$ cat src/rtl/c1_pool_scheduler.sv
// Turns the raster conv1 stream into packed 2x2 pooling windows and counts the pooled results.
// Optional C1_POOL_ERR_EN adds a sticky err output. States: IDLE idle | RUN take beats | DRAIN await results | DONE end pulse
module c1_pool_scheduler #(
   parameter int IMG_W = 28,
   parameter int IMG_H = 28
) (
   input  logic        clk,
   input  logic        reset,
   input  logic        start,
   input  logic        conv_valid,
   input  logic [7:0]  conv_ch0,
   input  logic [7:0]  conv_ch1,
   input  logic [7:0]  conv_ch2,
   input  logic [7:0]  conv_ch3,
   input  logic [7:0]  conv_ch4,
   input  logic [7:0]  conv_ch5,
   output logic        pool_valid,
   output logic [31:0] pool_ch0,
   output logic [31:0] pool_ch1,
   output logic [31:0] pool_ch2,
   output logic [31:0] pool_ch3,
   output logic [31:0] pool_ch4,
   output logic [31:0] pool_ch5,
   input  logic        mp_out_valid,
   output logic        busy,
   output logic        frame_done,
   output logic [11:0] pool_cnt
`ifdef C1_POOL_ERR_EN
   ,output logic       err
`endif
);

   localparam int CW = $clog2(IMG_W);
   localparam int RW = $clog2(IMG_H);
   localparam int N  = (IMG_W / 2) * (IMG_H / 2);
   localparam logic [11:0]   N_CNT    = 12'(N);
   localparam logic [CW-1:0] COL_LAST = CW'(IMG_W - 1);
   localparam logic [RW-1:0] ROW_LAST = RW'(IMG_H - 1);

   typedef enum logic [1:0] {S_IDLE, S_RUN, S_DRAIN, S_DONE} state_t;

   state_t        state_q, state_d;
   logic [CW-1:0] col_q, col_d;
   logic [RW-1:0] row_q, row_d;
   logic [47:0]   line_buf_q [IMG_W];
   logic [47:0]   line_buf_d [IMG_W];
   logic [47:0]   prev_pix_q, prev_pix_d;
   logic          pool_valid_q, pool_valid_d;
   logic [31:0]   pool_data_q [6];
   logic [31:0]   pool_data_d [6];
   logic [11:0]   pool_cnt_q, pool_cnt_d;
   logic [47:0]   cur_pix;
   logic          counting;

   assign cur_pix  = {conv_ch0, conv_ch1, conv_ch2, conv_ch3, conv_ch4, conv_ch5};
   assign counting = (state_q == S_RUN) || (state_q == S_DRAIN);

   always_comb begin
      state_d      = state_q;
      col_d        = col_q;
      row_d        = row_q;
      line_buf_d   = line_buf_q;
      prev_pix_d   = prev_pix_q;
      pool_valid_d = 1'b0;
      pool_data_d  = pool_data_q;
      pool_cnt_d   = pool_cnt_q;

      // Saturate at N; an extra result is a protocol error, not a count.
      if (counting && mp_out_valid && (pool_cnt_q != N_CNT))
         pool_cnt_d = pool_cnt_q + 12'd1;

      case (state_q)
         S_IDLE: begin
            if (start) begin
               col_d      = '0;
               row_d      = '0;
               pool_cnt_d = '0;
               state_d    = S_RUN;
            end
         end
         S_RUN: begin
            if (conv_valid) begin
               if (!row_q[0]) begin
                  line_buf_d[col_q] = cur_pix;
               end else if (!col_q[0]) begin
                  prev_pix_d = cur_pix;
               end else begin
                  pool_valid_d = 1'b1;
                  for (int c = 0; c < 6; c++) begin
                     pool_data_d[c] = {line_buf_q[col_q - 1'b1][47-8*c -: 8],
                                       line_buf_q[col_q][47-8*c -: 8],
                                       prev_pix_q[47-8*c -: 8],
                                       cur_pix[47-8*c -: 8]};
                  end
               end
               if (col_q == COL_LAST) begin
                  col_d = '0;
                  if (row_q == ROW_LAST) state_d = S_DRAIN;
                  else                   row_d   = row_q + 1'b1;
               end else begin
                  col_d = col_q + 1'b1;
               end
            end
         end
         S_DRAIN: begin
            // Look at the next count so frame_done follows the last result by one cycle.
            if (pool_cnt_d == N_CNT) state_d = S_DONE;
         end
         S_DONE:  state_d = S_IDLE;
         default: state_d = S_IDLE;
      endcase
   end

   always_ff @(posedge clk or posedge reset) begin
      if (reset) begin
         state_q      <= S_IDLE;
         col_q        <= '0;
         row_q        <= '0;
         prev_pix_q   <= '0;
         pool_valid_q <= 1'b0;
         pool_cnt_q   <= '0;
         for (int i = 0; i < IMG_W; i++) line_buf_q[i] <= '0;
         for (int c = 0; c < 6; c++)     pool_data_q[c] <= '0;
      end else begin
         state_q      <= state_d;
         col_q        <= col_d;
         row_q        <= row_d;
         prev_pix_q   <= prev_pix_d;
         pool_valid_q <= pool_valid_d;
         pool_cnt_q   <= pool_cnt_d;
         line_buf_q   <= line_buf_d;
         pool_data_q  <= pool_data_d;
      end
   end

   assign pool_valid = pool_valid_q;
   assign pool_ch0   = pool_data_q[0];
   assign pool_ch1   = pool_data_q[1];
   assign pool_ch2   = pool_data_q[2];
   assign pool_ch3   = pool_data_q[3];
   assign pool_ch4   = pool_data_q[4];
   assign pool_ch5   = pool_data_q[5];
   assign pool_cnt   = pool_cnt_q;
   assign busy       = counting;
   assign frame_done = (state_q == S_DONE);

`ifdef C1_POOL_ERR_EN
   logic err_q, err_d;

   always_comb begin
      err_d = err_q;
      if (conv_valid && (state_q != S_RUN)) err_d = 1'b1;
      if (mp_out_valid && !counting) err_d = 1'b1;
      if (mp_out_valid && counting && (pool_cnt_q == N_CNT)) err_d = 1'b1;
   end

   always_ff @(posedge clk or posedge reset) begin
      if (reset) err_q <= 1'b0;
      else       err_q <= err_d;
   end

   assign err = err_q;
`endif

endmodule
$ cat config.mk
export PLATFORM = sky130hd
export DESIGN_NAME = c1_pool_scheduler
export DESIGN_NICKNAME = d
export VERILOG_FILES = /design/src/rtl/c1_pool_scheduler.sv
export SDC_FILE = /design/constraint.sdc
export NUM_CORES = 2
export LEC_CHECK = 0
export CORE_ASPECT_RATIO = 1.2
export CORE_MARGIN = 2
export CORE_UTILIZATION = 37
export CTS_CLUSTER_DIAMETER = 30
export DETAILED_ROUTE_END_ITERATION = 16
export GPL_TIMING_DRIVEN = 0
export PLACE_DENSITY = 0.59
export SLEW_MARGIN = 20
export SYNTH_ARGS = -nofsm -noshare
export SYNTH_HDL_FRONTEND = slang
export SYNTH_SLANG_ARGS = --single-unit
$ cat constraint.sdc
create_clock -name clk -period 135.9 [get_ports clk]
set_input_delay 27.18 -clock clk [delete_from_list [all_inputs] [get_ports clk]]
set_output_delay 27.18 -clock clk [all_outputs]
set_load 0.1 [all_outputs]
==> flow_summary.json <==
{
  "period_needed_ns": 30.05,
  "worstSetupPathType": "register to primary output",
  "yosysWarnings": 0,
  "synthArstFlopShare_pct": 100.0,
  "cp_top_family": "buffers and inverters",
  "cts_tree": "yes",
  "wire_per_inst_um": 34.48,
  "max_freq_ghz": 0.03328,
  "rows": 188,
  "worstPathRequired_ns": 108.72,
  "numPortBuffers": 211,
  "p_seq_share_pct": 24.8,
  "final-max-slew-violation-count": 0,
  "ys_seq_elements": 1609,
  "worst_slew_pin_slew_ns": 1.322,
  "ir_drop_v": 0.00002223,
  "crit_path_end_kind": "primary output",
  "cts-root-buf": "clkbuf_16",
  "swShare_pct": 39.38,
  "power_density_nw_per_um2": 25.68,
  "cts.sinks": 1609,
  "r2r_setup_slack_ns": 129.69,
  "setup_viol": 0,
  "grt_pass1_vias": 58800,
  "fin_skew_ns": 0.06513,
  "start_util_pct": 37.19,
  "synth_cells": 5446,
  "fin_setup_tns_ns": 0,
  "cp_max_fo": 2,
  "cp_cell_sequence": "clkdlybuf4s50_1",
  "rsz0062_at_grt": "no",
  "antenna_found_initial": 16,
  "yosys.area.top_type": "dfrtp_1",
  "drive_above_1_share_pct": 48.73,
  "area_growth_syn_to_layout_pct": 24.95,
  "cp_slowest_stage_delay_ns": 1.25,
  "dr.pass1.iters": 8,
  "synth_edf_count": 0,
  "io_pins": 260,
  "die_w_um": 431.8,
  "leakage_uw": 0.04593,
  "outcome": "completed",
  "cp.arrival_ns": 2.87,
  "die-area_um2": 223400,
  "dp_cells": 8531,
  "synth_cell_types": 57,
  "drcViolationCount": 0,
  "vias_per_cell": 6.156,
  "dpl.hpwl_um": 213800,
  "grt_max_degree": 107,
  "hold_viol": 0,
  "startpoint_type": "register",
  "path_clk_slew_ns": 0.05,
  "synthTopCellsByArea": "dfrtp_1 (50%), mux4_2 (21%), mux2_2 (19%), nand2_1 (2.5%), clkbuf_1 (1.5%)",
  "syn_area_um2": 81270,
  "ctsResizeCount": 0,
  "cts_setup_buffers": 0,
  "crit_path_top_delay_cell": "clkdlybuf4s50_1",
  "gr-total-overflow": 0,
  "numCtsBuffers": 380,
  "core_area_um2": 218500,
  "layout_common_cells": "dfrtp_1 (1609), mux2_2 (1400), mux4_2 (746)",
  "path_buf_inv": 1,
  "combPwrFrac_pct": 37.5,
  "finalCritPeriodShare_pct": 22.11,
  "yosysSeqAreaShare_pct": 49.54,
  "yosysTopAreaCellShare_pct": 49.54,
  "hp-class": "register to register",
  "h-tree-depth": 5,
  "final_common_cell": "dfrtp_1",
  "syn_nets": 5512,
  "maxCapViolations": 0,
  "finalNetCount": 6129,
  "stdcell_count": 9241,
  "synth-main-ff-cell": "dfrtp_1",
  "pwr-share-clk_pct": 37.7,
  "die_y_um": 517.4,
  "switching_power_uw": 1027,
  "slew_headroom_pct": 11.84,
  "holdBufCountCts": 0,
  "grtUsageTotal_pct": 28.35,
  "clk_latency_ns": 0.90,
  "clock_path_buffers": 4,
  "antenna_left": 0,
  "p_int_uw": 1581,
  "synth_area_per_cell_um2": 14.92,
  "drt_iter0_drc": 6037,
  "place_congestion": 0.9624,
  "grt_pass1_wl_um": 446900,
  "wl_um": 318600,
  "num_vias": 56880
}
## layer usage
metal / track usage (%) / up-vias / part of all wire, %
li1: - / 22000 / -
met3: 9.326 / 954 / 10
met5: 0 / - / 0.032
met4: 16.66 / 16 / 6.7
met2: 44.02 / 3520 / 46
met1: 34.52 / 30390 / 37
## final timing paths
check                                           startpoint  cells past startpoint                          to
worst max register to register        col_q[1]$_DFFE_PP0P_                     13    pool_ch5[29]$_DFFE_PP0P_
max in group asynchronous                            reset                      7     pool_ch2[0]$_DFFE_PP0P_
worst min-delay path            prev_pix_q[25]$_DFFE_PP0P_                      2     pool_ch2[9]$_DFFE_PP0P_
min in group asynchronous                            reset                      2  line_buf_q[98]$_DFFE_PP0P_
worst max-delay path              pool_ch1[23]$_DFFE_PP0P_                      1                pool_ch1[23]
worst min register to register  prev_pix_q[25]$_DFFE_PP0P_                      2     pool_ch2[9]$_DFFE_PP0P_
## cell families after synthesis
family	Yosys count	share of synthesized area [%]
muxes	2200	40.74
xor gates and xnor gates	13	0.1724
buffers and inverters	618	3.315
and+or+nand+nor	691	3.424
adders and majority gates	13	0.2001
DFF	1609	49.54
AOI/OAI and AO/OA	302	2.613
## stage by stage
step	util, %	total power [uW]	hold slack, ns	setup WS [ns]	cell area [um^2]
6_report	46.47	2608	0.4455	105.85	101500
5_1_grt	46.46	2670	0.4750	105.83	101500
4_1_cts	46.44	2595	0.4540	105.85	101500
3_5_place_dp	40.12	1610	0.4493	105.32	87660
3_3_place_gp	39.79	1595	0.4487	44.51	86950
2_1_floorplan	-	1252	0.4331	63.32	81270
## Yosys cell counts, types with 7 or more instances
cell,n
o31ai_1,50
a222oi_1,41
buf_2,164
a21oi_1,62
buf_4,17
mux4_2,746
a31oi_1,8
dfrtp_1,1609
mux2_2,1400
inv_1,50
nand2_1,537
nand4_1,7
buf_1,57
o21ai_1,7
a311oi_1,50
clkbuf_1,316
xnor2_1,7
mux2i_1,54
nand3_1,14
nor3_1,14
o21ai_0,55
ha_1,13
nor2_1,80
buf_6,14
## sequential cells by signal (all words and copies together), names as in the netlist, 12 cells and up
signal	flops
pool_ch1	32
pool_ch2	32
line_buf_q	1344
pool_ch0	32
pool_cnt	12
pool_ch3	32
pool_ch5	32
prev_pix_q	48
pool_ch4	32
## layout make-up
class	instances	area (um^2)
Fill cell	19140	117000
Sequential cell	1609	40260
Multi-Input combinational cell	3219	38330
Clock buffer	500	10800
Tap cell	2850	3566
Clock inverter	199	3033
Timing Repair Buffer	235	2729
Buffer	568	2606
Inverter	50	195.2
Antenna cell	11	27.53
## power by group through the flow
stage	Combinational, uW	Sequential (uW)	Clock, uW
after detailed placement	959	651	0
after CTS	962	645	989
after global placement	946	650	0
after floorplan	458	793	0
after global routing	998	657	1020
final	977	648	983
Power figures use the tool's default switching activity.
